[config.mk]
export PLATFORM = sky130hd
export DESIGN_NAME = tick_gen
export DESIGN_NICKNAME = d
export VERILOG_FILES = /design/src/rtl/tick_gen.sv
export SDC_FILE = /design/constraint.sdc
export NUM_CORES = 1
export LEC_CHECK = 0
export ABC_AREA = 1
export BUFFER_PORTS_ARGS = -buffer_cell sky130_fd_sc_hd__clkbuf_2
export CAP_MARGIN = 20
export CORE_MARGIN = 2
export CORE_UTILIZATION = 40
export CTS_CLUSTER_SIZE = 8
export DETAILED_ROUTE_END_ITERATION = 7
export GPL_TIMING_DRIVEN = 0
export PLACE_DENSITY = 0.61
export SYNTH_ARGS = -nofsm -noshare
export SYNTH_HDL_FRONTEND = slang
export SYNTH_SLANG_ARGS = --single-unit
[constraint.sdc]
create_clock -name clk -period 3.1 [get_ports clk]
set_input_delay 0.62 -clock clk [delete_from_list [all_inputs] [get_ports clk]]
set_output_delay 0.62 -clock clk [all_outputs]
set_load 0.01 [all_outputs]
[src/rtl/tick_gen.sv]
// tick_gen: programmable periodic / one-shot tick generator.
// A counter runs from 0 up to period_r and emits a one-cycle tick on the
// edge where it wraps back to 0, so ticks are period_r+1 clocks apart.
// Control strobes, in priority order: stop, then start, then counting
// (which is gated by en). A period reload is independent of all of them.
module tick_gen #(
    parameter int unsigned       CNT_W          = 16,
    parameter logic [CNT_W-1:0]  DEFAULT_PERIOD = 16'd50000,
    parameter bit                AUTOSTART      = 1'b1
) (
    input  logic             clk,
    input  logic             rst_n,
    input  logic             en,
    input  logic             start,
    input  logic             stop,
    input  logic             one_shot,
    input  logic             period_load,
    input  logic [CNT_W-1:0] period_in,
    output logic             tick,
    output logic             busy,
    output logic [CNT_W-1:0] count
);

    typedef enum logic [0:0] {
        IDLE = 1'b0,
        RUN  = 1'b1
    } state_t;

    localparam logic [CNT_W-1:0] CNT_ZERO = {CNT_W{1'b0}};
    localparam logic [CNT_W-1:0] CNT_ONE  = {{(CNT_W-1){1'b0}}, 1'b1};

    state_t           state_r;
    logic             mode_one_shot_r;
    logic [CNT_W-1:0] count_r;
    logic [CNT_W-1:0] period_r;
    logic             tick_r;
    logic             wrap_s;

    // A >= compare (not ==) lets a period lowered below the current count
    // wrap on the very next edge instead of running the counter to overflow.
    assign wrap_s = (count_r >= period_r);

    // Period register: reload accepted in any state and regardless of en.
    // The wrap compare on the same edge still sees the old value.
    always_ff @(posedge clk or negedge rst_n) begin
        if (!rst_n) begin
            period_r <= DEFAULT_PERIOD;
        end else if (period_load) begin
            period_r <= period_in;
        end else begin
            period_r <= period_r;
        end
    end

    // Control FSM, counter and tick pulse, all registered together.
    always_ff @(posedge clk or negedge rst_n) begin
        if (!rst_n) begin
            state_r         <= AUTOSTART ? RUN : IDLE;
            mode_one_shot_r <= 1'b0;
            count_r         <= CNT_ZERO;
            tick_r          <= 1'b0;
        end else if (stop) begin
            // Abort wins over everything, including a simultaneous start.
            state_r <= IDLE;
            count_r <= CNT_ZERO;
            tick_r  <= 1'b0;
        end else if (start) begin
            // (Re)start: counting begins from 0, mode re-latched, no tick.
            state_r         <= RUN;
            mode_one_shot_r <= one_shot;
            count_r         <= CNT_ZERO;
            tick_r          <= 1'b0;
        end else begin
            case (state_r)
                RUN: begin
                    if (en) begin
                        if (wrap_s) begin
                            count_r <= CNT_ZERO;
                            tick_r  <= 1'b1;
                            state_r <= mode_one_shot_r ? IDLE : RUN;
                        end else begin
                            count_r <= count_r + CNT_ONE;
                            tick_r  <= 1'b0;
                        end
                    end else begin
                        // Paused: hold count and state, suppress tick.
                        tick_r <= 1'b0;
                    end
                end
                IDLE: begin
                    count_r <= CNT_ZERO;
                    tick_r  <= 1'b0;
                end
                default: begin
                    state_r <= IDLE;
                    count_r <= CNT_ZERO;
                    tick_r  <= 1'b0;
                end
            endcase
        end
    end

    assign tick  = tick_r;
    assign count = count_r;
    assign busy  = (state_r == RUN);

endmodule

-- After elaboration in Yosys (flattened, before gate mapping)
Cells that the tools add are included.
- multiplexer cells: 16
- add/subtract/negate cells: 1
- equal/unequal tests: 1
- reductions and logical operators: 1
- order comparisons: 1
- bitwise operators: 2
- operators by type and width (kind ; number):
    2-to-1 mux 16 bit ; 4
    one-hot mux 16 bit (2 select lines) ; 1
    adder 16 x 1 -> 16 bit (second input constant) ; 1
    greater-or-equal comparator 16 bit ; 1
    2-to-1 mux 1 bit ; 10
    inequality test 4 bit (second input constant) ; 1
    NOT 1 bit ; 2
    one-hot mux 1 bit (2 select lines) ; 1
    AND reduction 2 bit ; 1
- register bits after elaboration: 35
- output and inout port bits: 18

-- Depth between registers and ports, before layout
Gate-level depths: netlist of the first run.
- word-level depth: 6
- mapped depth: 14
- depth with buffers taken out: 14

-- Worst setup path before layout of the first run
Ideal clock, no wire load.
- path kind: reg-to-reg
- from: reg period_r[15]
- to: reg count_r[13] (netlist: count[13])
- clock period less this slack: 1.599 ns
- data required time: 2.984 ns
- arrival: 1.482 ns
- setup slack: 1.501 ns
- stages on the path, launching flop included: 10
- cell sequence: dfstp_2 > inv_1 > ha_1 > nand2_1 > nor3_1 > nand2_2 > nand2_2 > inv_1 > nand2_1 > nand2_1
- longest elaborated chain between the ends: 6
- RTL lines (what ; line ; RTL):
    start, declared ; 35 ; logic [CNT_W-1:0] period_r;
    start signal, assigned ; 49 ; period_r <= period_in;
    start signal, assigned ; 51 ; period_r <= period_r;
    greater-or-equal comparator 16 bit ; 41 ; assign wrap_s = (count_r >= period_r);
    2-to-1 mux 16 bit ; 77 ; if (wrap_s) begin
    2-to-1 mux 16 bit ; 76 ; if (en) begin
    one-hot mux 16 bit (2 select lines) ; 74 ; case (state_r)
    2-to-1 mux 16 bit ; 67 ; end else if (start) begin
    2-to-1 mux 16 bit ; 62 ; end else if (stop) begin
    end signal, assigned ; 82 ; count_r <= count_r + CNT_ONE;
    end, declared ; 34 ; logic [CNT_W-1:0] count_r;
No other way between the ends. The select of a mux whose other input is x is not followed.
A chain may end at the register's enable or synchronous reset.

-- Worst setup path after layout of the first run
- from: reg period_r[15]
- to: reg count_r[6] (netlist: count[6])
The elaborated chain is that of the path after synthesis.

==> results of run 1 <==
cells in the final DEF (no fill, tap or decap), types with 8 or more instances in the layout:
cell | Yosys | routed
sky130_fd_sc_hd__inv_1 | 31 | 31
sky130_fd_sc_hd__clkbuf_2 | 0 | 40
sky130_fd_sc_hd__nand2_1 | 73 | 73
sky130_fd_sc_hd__o21ai_0 | 17 | 17
sky130_fd_sc_hd__nor2_1 | 19 | 19
sky130_fd_sc_hd__ha_1 | 17 | 17
sky130_fd_sc_hd__nand3_1 | 8 | 8
sky130_fd_sc_hd__a21oi_1 | 16 | 16
sky130_fd_sc_hd__dfrtp_1 | 28 | 28
power groups by stage:
stage	logic (mW)	clock network [mW]	registers, mW
2_1_floorplan	0.0610	0	0.498
3_3_place_gp	0.0999	0	0.498
3_5_place_dp	0.103	0	0.499
4_1_cts	0.103	0.378	0.490
5_1_grt	0.120	0.400	0.492
6_report	0.0999	0.370	0.490
sequential cells by signal, indices dropped and copies added, names as in the netlist:
register	cells
tick	1
mode_one_shot_r	1
period_r	16
busy	1
count	16
routing by layer:
metal / track usage [%] / vias to the layer above / share of wire (%)
met5: 0 / - / 0
met4: 5.27 / 0 / 1.3
met3: 3.41 / 7 / 3.9
met1: 22.8 / 812 / 50
li1: - / 950 / -
met2: 25.7 / 33 / 45
synth_stat cells:
library cell,n
sky130_fd_sc_hd__nor2_2,2
sky130_fd_sc_hd__a21oi_4,1
sky130_fd_sc_hd__mux2_2,1
sky130_fd_sc_hd__o21ai_0,17
sky130_fd_sc_hd__a21oi_2,1
sky130_fd_sc_hd__dfrtp_1,28
sky130_fd_sc_hd__nand3b_1,2
sky130_fd_sc_hd__and2_2,1
sky130_fd_sc_hd__inv_2,3
sky130_fd_sc_hd__nor2_1,19
sky130_fd_sc_hd__buf_6,2
sky130_fd_sc_hd__xor2_1,5
sky130_fd_sc_hd__nor3_1,3
sky130_fd_sc_hd__nand3_2,1
sky130_fd_sc_hd__nor2_4,3
sky130_fd_sc_hd__ha_1,17
sky130_fd_sc_hd__o21a_1,1
sky130_fd_sc_hd__nand4_1,5
sky130_fd_sc_hd__xnor2_1,1
sky130_fd_sc_hd__nand2_2,5
sky130_fd_sc_hd__clkbuf_1,3
sky130_fd_sc_hd__o21ai_1,4
sky130_fd_sc_hd__dfstp_2,7
sky130_fd_sc_hd__nand3_4,1
sky130_fd_sc_hd__a21oi_1,16
sky130_fd_sc_hd__inv_1,31
sky130_fd_sc_hd__o22ai_1,3
sky130_fd_sc_hd__nand2_1,73
sky130_fd_sc_hd__nand3_1,8
how the worst min path moves through the flow:
stage,start,endpoint
final,rst_n,count[13]
after global routing,mode_one_shot_r,mode_one_shot_r
after floorplan,rst_n,count[0]
after CTS,mode_one_shot_r,mode_one_shot_r
after global placement,mode_one_shot_r,mode_one_shot_r
after detailed placement,mode_one_shot_r,mode_one_shot_r
worst max-delay path, cell delays in order (launching register included):
cell and delay, ps:
sky130_fd_sc_hd__dfstp_2 510, sky130_fd_sc_hd__inv_1 50, sky130_fd_sc_hd__ha_1 290, sky130_fd_sc_hd__a21oi_1 150, sky130_fd_sc_hd__o21ai_1 120, sky130_fd_sc_hd__a21oi_4 230, sky130_fd_sc_hd__nand3_4 170, sky130_fd_sc_hd__a21oi_1 170
final cells by class:
| cell class | count | area share (%) |
|---|---|---|
| inverters | 34 | 5.09 |
| plain buffers | 5 | 1.35 |
| repair buffers | 40 | 7.99 |
| well taps | 70 | 3.49 |
| clock buffers | 8 | 3.99 |
| flip-flops and latches | 35 | 35.3 |
| multi-input cells | 190 | 42.8 |
logic make-up after synthesis:
family | Yosys count | synth area share [%]
XOR/XNOR | 6 | 2.48
flip-flops | 35 | 41.8
buffers and inverters | 39 | 7.62
multiplexers | 1 | 0.532
AND/OR/NAND/NOR | 123 | 26.4
adder cells (fa/ha/maj) | 17 | 10.0
AO/OA/AOI/OAI | 43 | 11.2
metrics by stage:
| stage | area (um^2) | hold slack, ps | power, mW | util (%) | cells |
|---|---|---|---|---|---|
| finish | 2510 | 452 | 0.960 | 49.1 | 382 |
| global route | 2510 | 498 | 1.01 | 49.1 | 382 |
| CTS | 2510 | 473 | 0.971 | 49.1 | 382 |
| detailed placement | 2410 | 457 | 0.602 | 47.1 | 374 |
| global placement | 2410 | 454 | 0.598 | 47.1 | 374 |
| floorplan | 2120 | 324 | 0.559 | - | 264 |
==> impl_metrics.env, run 1 <==
export IMPL_cts_setup_buffers=0
export IMPL_post_synth_top_area_cell="sky130_fd_sc_hd__dfrtp_1"
export IMPL_synth_top_area_share_pct=33.1
export IMPL_routedWlPerCell_um=11.7
export IMPL_totalNegativeSetupSlack_ps=0
export IMPL_num_vias=1802
export IMPL_rsz0062_at_grt="no"
export IMPL_final_ws_setup_ps=1330
export IMPL_clock_power_share_pct=38.5
export IMPL_vias_in_the_first_global_route=1739
export IMPL_synth_net_count=304
export IMPL_crit_path_to="count[6]"
export IMPL_drv_max_cap_violation_count=0
export IMPL_synthDistinctLibCells=29
export IMPL_regToRegStartpoint="period_r[15]"
export IMPL_antenna_left=0
export IMPL_fin_crit_ps=1770
export IMPL_post_cts_resized_instances=0
export IMPL_areaGrowthSynthToFinish_pct=18.3
export IMPL_finalSetupViolCount=0
export IMPL_design_portCount=41
export IMPL_synth_avg_cell_area_um2=8.02
export IMPL_maxSlewHeadroom_pct=39.9
export IMPL_firstDrtPassIters=4
export IMPL_remaining_drc_errors=0
export IMPL_finalClockSkew_ps=1.74
export IMPL_nets=351
export IMPL_dr_first_iter_drc_count=38
export IMPL_number_of_synthesized_register_bits=35
export IMPL_core_um2=5110
export IMPL_pwr_share_seq_pct=51.1
export IMPL_clock_fmax_mhz=564
export IMPL_dpl_worst_slack_ps=1340
export IMPL_worstMarginPinSlew_ps=901
export IMPL_leakage_nw=1.24
export IMPL_detailed_place_hpwl_mm=3.42
export IMPL_final_hold_violation_count=0
export IMPL_timing_critical_path_required_ps=3310
export IMPL_power_combinational_fraction_pct=10.4
export IMPL_crit_path_max_fanout=8
export IMPL_drv_slew=0
export IMPL_setup_worst_path_end_class="register"
export IMPL_start_util_pct=41.5
export IMPL_reg2regPathDepth=7
export IMPL_area_sequential_um2=885
export IMPL_timing_hold_worst_class="input pin to async pin"
export IMPL_avgViaCountPerCell=4.72
export IMPL_power_density_nw_per_um2=383
export IMPL_irDropWorstVdd_uv=255
export IMPL_fp_row_count=26
export IMPL_timing_final_crit_share_pct=57.2
export IMPL_crit_path_start_kind="register"
export IMPL_portBuffers=40
export IMPL_cp_data_arrival_time_ps=1980
export IMPL_outcome="complete, no violations"
export IMPL_internal_power_mw=0.724
export IMPL_count_of_antenna_diodes_in_the_layout=0
export IMPL_worstSetupPathType="register to register"
export IMPL_power_switching_mw=0.236
export IMPL_cts_buffers=5
export IMPL_yosys_warnings=0
export IMPL_hold_fix_buffers_at_cts=0
export IMPL_cts_sinks=35
export IMPL_netlist_top_cells_area="sky130_fd_sc_hd__dfrtp_1 (33%), sky130_fd_sc_hd__nand2_1 (13%), sky130_fd_sc_hd__ha_1 (10%), sky130_fd_sc_hd__dfstp_2 (8.7%), sky130_fd_sc_hd__inv_1 (5.5%)"
export IMPL_syn_inst=264
export IMPL_clock_tree_htree_level_count=2
export IMPL_grt_antenna_before_repair=0
export IMPL_die_area_um2=5890
export IMPL_clock_root_buffer="sky130_fd_sc_hd__clkbuf_8"
export IMPL_floorplan_die_width_um=76.8
export IMPL_cts_path_max_buffers=2
export IMPL_die_height_um=76.8
export IMPL_multi_input_area_um2=1070
export IMPL_gp_routability_congestion=0.845
export IMPL_grt_usage_pct=16.4
export IMPL_nFillCells=522
export IMPL_grt_max_degree=36
export IMPL_synth_sequential_area_ratio_pct=41.8
export IMPL_global_route_wire_length_before_repair_mm=7.87
export IMPL_crit_reg2reg_capture="count[6]"
export IMPL_drive_above_1_share_pct=24.0
export IMPL_netlist_area_um2=2120
export IMPL_worst_skew_late_latency_ps=280
export IMPL_crit_start="period_r[15]"
export IMPL_cts_clk_slew_worst_paths_ps=70
export IMPL_totalWireLength_mm=4.46
export IMPL_grt_overflow_total=0
export IMPL_tritoncts="done"
export IMPL_regToRegSetupSlack_ps=1330
export IMPL_sw_frac_of_total_pct=24.6
Note: power is estimated with default switching activity, not from simulation.
==> run 2, diff against run 1 <==
PLACE_DENSITY = 0.63   (was 0.61)
clock period = 1.5 ns   (was 3.1 ns; I/O delays follow)
==> run 2 against run 1 <==
Compared with the run above: the flow now finishes with violations (setup timing); wire length up 7.7%; die area unchanged; clock power grew to 2.8 times the previous value; first-iteration DRC count grew 79%; fmax is 6.7% higher; total power increased by 140%; final cell count grew 2.9%; critical path depth unchanged; flip-flop and latch count did not move; design area is 12% higher; register-to-register slack got worse by 1500 ps; combinational power grew 140%.
==> impl_metrics.env, run 2 (synthesis gave the netlist of run 1 again) <==
export IMPL_antenna_left=0
export IMPL_cts_buffers=5
export IMPL_rsz0062_at_grt="yes"
export IMPL_totalWireLength_mm=4.81
export IMPL_totalNegativeSetupSlack_ps=-2370
export IMPL_fin_crit_ps=1660
export IMPL_leakage_nw=1.31
export IMPL_violations="setup timing"
export IMPL_avgViaCountPerCell=4.73
export IMPL_final_hold_violation_count=0
export IMPL_leading_cell_types_in_the_layout_fill_and_taps_excluded="sky130_fd_sc_hd__nand2_1 (71), sky130_fd_sc_hd__clkbuf_2 (40), sky130_fd_sc_hd__inv_1 (23)"
export IMPL_final_ws_setup_ps=-162
export IMPL_power_density_nw_per_um2=812
export IMPL_hold_fix_buffers_at_cts=0
export IMPL_firstDrtPassIters=4
export IMPL_timing_critical_path_required_ps=1730
export IMPL_fp_row_count=26
export IMPL_crit_start="period_r[9]"
export IMPL_grt_overflow_total=0
export IMPL_cts_path_max_buffers=2
export IMPL_cts_clk_slew_worst_paths_ps=80
export IMPL_cts_sinks=35
export IMPL_worst_skew_late_latency_ps=290
export IMPL_worst_hold_margin_ps=118
export IMPL_finalSetupViolCount=18
export IMPL_power_switching_mw=0.525
export IMPL_totalPowerFinal_mw=2.28
export IMPL_irDropWorstVdd_uv=397
export IMPL_count_of_antenna_diodes_in_the_layout=0
export IMPL_gp_routability_congestion=0.750
export IMPL_dpl_cell_count=374
export IMPL_regToRegStartpoint="period_r[9]"
export IMPL_remaining_drc_errors=0
export IMPL_maxSlewHeadroom_pct=40.7
export IMPL_sw_frac_of_total_pct=23.0
export IMPL_core_um2=5110
export IMPL_setup_worst_path_end_class="register"
export IMPL_clock_tree_htree_level_count=2
export IMPL_tritoncts="done"
export IMPL_portBuffers=40
export IMPL_power_combinational_fraction_pct=10.6
export IMPL_timing_final_crit_share_pct=111
export IMPL_worstMarginPinSlew_ps=889
export IMPL_routedWlPerCell_um=12.2
export IMPL_layout_cells_most_common="sky130_fd_sc_hd__nand2_1"
export IMPL_design_portCount=41
export IMPL_die_height_um=76.8
export IMPL_floorplan_die_width_um=76.8
export IMPL_clock_power_share_pct=44.8
export IMPL_dpl_cell_area_um2=2470
export IMPL_fin_util_pct=55.0
export IMPL_finalClockSkew_ps=10.9
export IMPL_drv_max_cap_violation_count=0
export IMPL_drv_slew=0
export IMPL_final_instance_count_excl_fill=393
export IMPL_pwr_share_seq_pct=44.6
export IMPL_areaGrowthSynthToFinish_pct=32.6
export IMPL_global_route_wire_length_before_repair_mm=8.26
export IMPL_num_vias=1860
export IMPL_detailed_place_hpwl_mm=3.47
export IMPL_grt_antenna_before_repair=0
export IMPL_dpl_worst_slack_ps=-257
export IMPL_die_area_um2=5890
export IMPL_timing_hold_worst_class="input pin to async pin"
export IMPL_cp_data_arrival_time_ps=1890
export IMPL_vias_in_the_first_global_route=1807
export IMPL_dr_first_iter_drc_count=68
export IMPL_internal_power_mw=1.76
export IMPL_worstSetupPathType="register to register"
export IMPL_outcome="finished with violations"
export IMPL_clock_fmax_mhz=602
export IMPL_grt_usage_pct=17.5
export IMPL_nets=362
export IMPL_grt_max_degree=36
export IMPL_drive_above_1_share_pct=39.0
export IMPL_crit_path_max_fanout=8
export IMPL_clock_root_buffer="sky130_fd_sc_hd__clkbuf_8"
export IMPL_crit_path_start_kind="register"
export IMPL_finalInstanceArea_um2=2810
export IMPL_start_util_pct=41.5
run 2: cell types whose count changed in the layout (fill, tap and decap cells not counted), sizes merged:
cell	change
buf	+11
clkbuf	-3
bufinv	+2
clkinvlp	+1
run 2: path summary, 6_finish.rpt:
path | to | slack, ps | cells after the start
worst max-delay path | count[4] | -160 | 7
worst min-delay path | period_r[3] | 120 | 1
worst max register to register | count[4] | -160 | 7
worst min register to register | mode_one_shot_r | 480 | 2
max in group asynchronous | count[13] | 760 | 1
min in group clk | period_r[3] | 210 | 3
run 2: per-layer routing:
layer  GRT usage (%)  vias to the layer above  wire length, um
met3            3.29                        6              161
met4            5.45                        0               58
met2            28.7                       34             2220
met5               0                        -                0
li1                -                      967                -
met1            23.3                      853             2370
run 2: what timing repair did:
action,in CTS,in global routing
endpoints found under the hold margin,0,0
setup endpoints to repair,18,18
pin swaps,1,8
buffers inserted,5,6
resized for setup,8,18
run 2: cell type report:
type | instances | area [um^2]
sequential | 35 | 893
inverter | 34 | 128
tap | 70 | 87.6
fill | 475 | 2300
timing repair buffer | 51 | 287
clock buffer | 5 | 68.8
buffer | 5 | 33.8
multi-input combinational | 190 | 1240
clock inverter | 3 | 67.6
run 2: power by group through the flow:
stage	combinational, mW	sequential [mW]	clock, mW
after detailed placement	0.227	1.03	0
after floorplan	0.139	1.03	0
after global routing	0.284	1.02	1.07
after global placement	0.220	1.03	0
final	0.241	1.02	1.02
after CTS	0.232	1.01	1.04
run 2: worst max-delay path, cell delays in order (launching register included):
cell and delay (ps):
sky130_fd_sc_hd__dfstp_2 530, sky130_fd_sc_hd__inv_2 40, sky130_fd_sc_hd__ha_4 210, sky130_fd_sc_hd__a21oi_2 140
sky130_fd_sc_hd__o21ai_2 90, sky130_fd_sc_hd__a21oi_4 240, sky130_fd_sc_hd__nand3_4 180, sky130_fd_sc_hd__a21oi_2 170
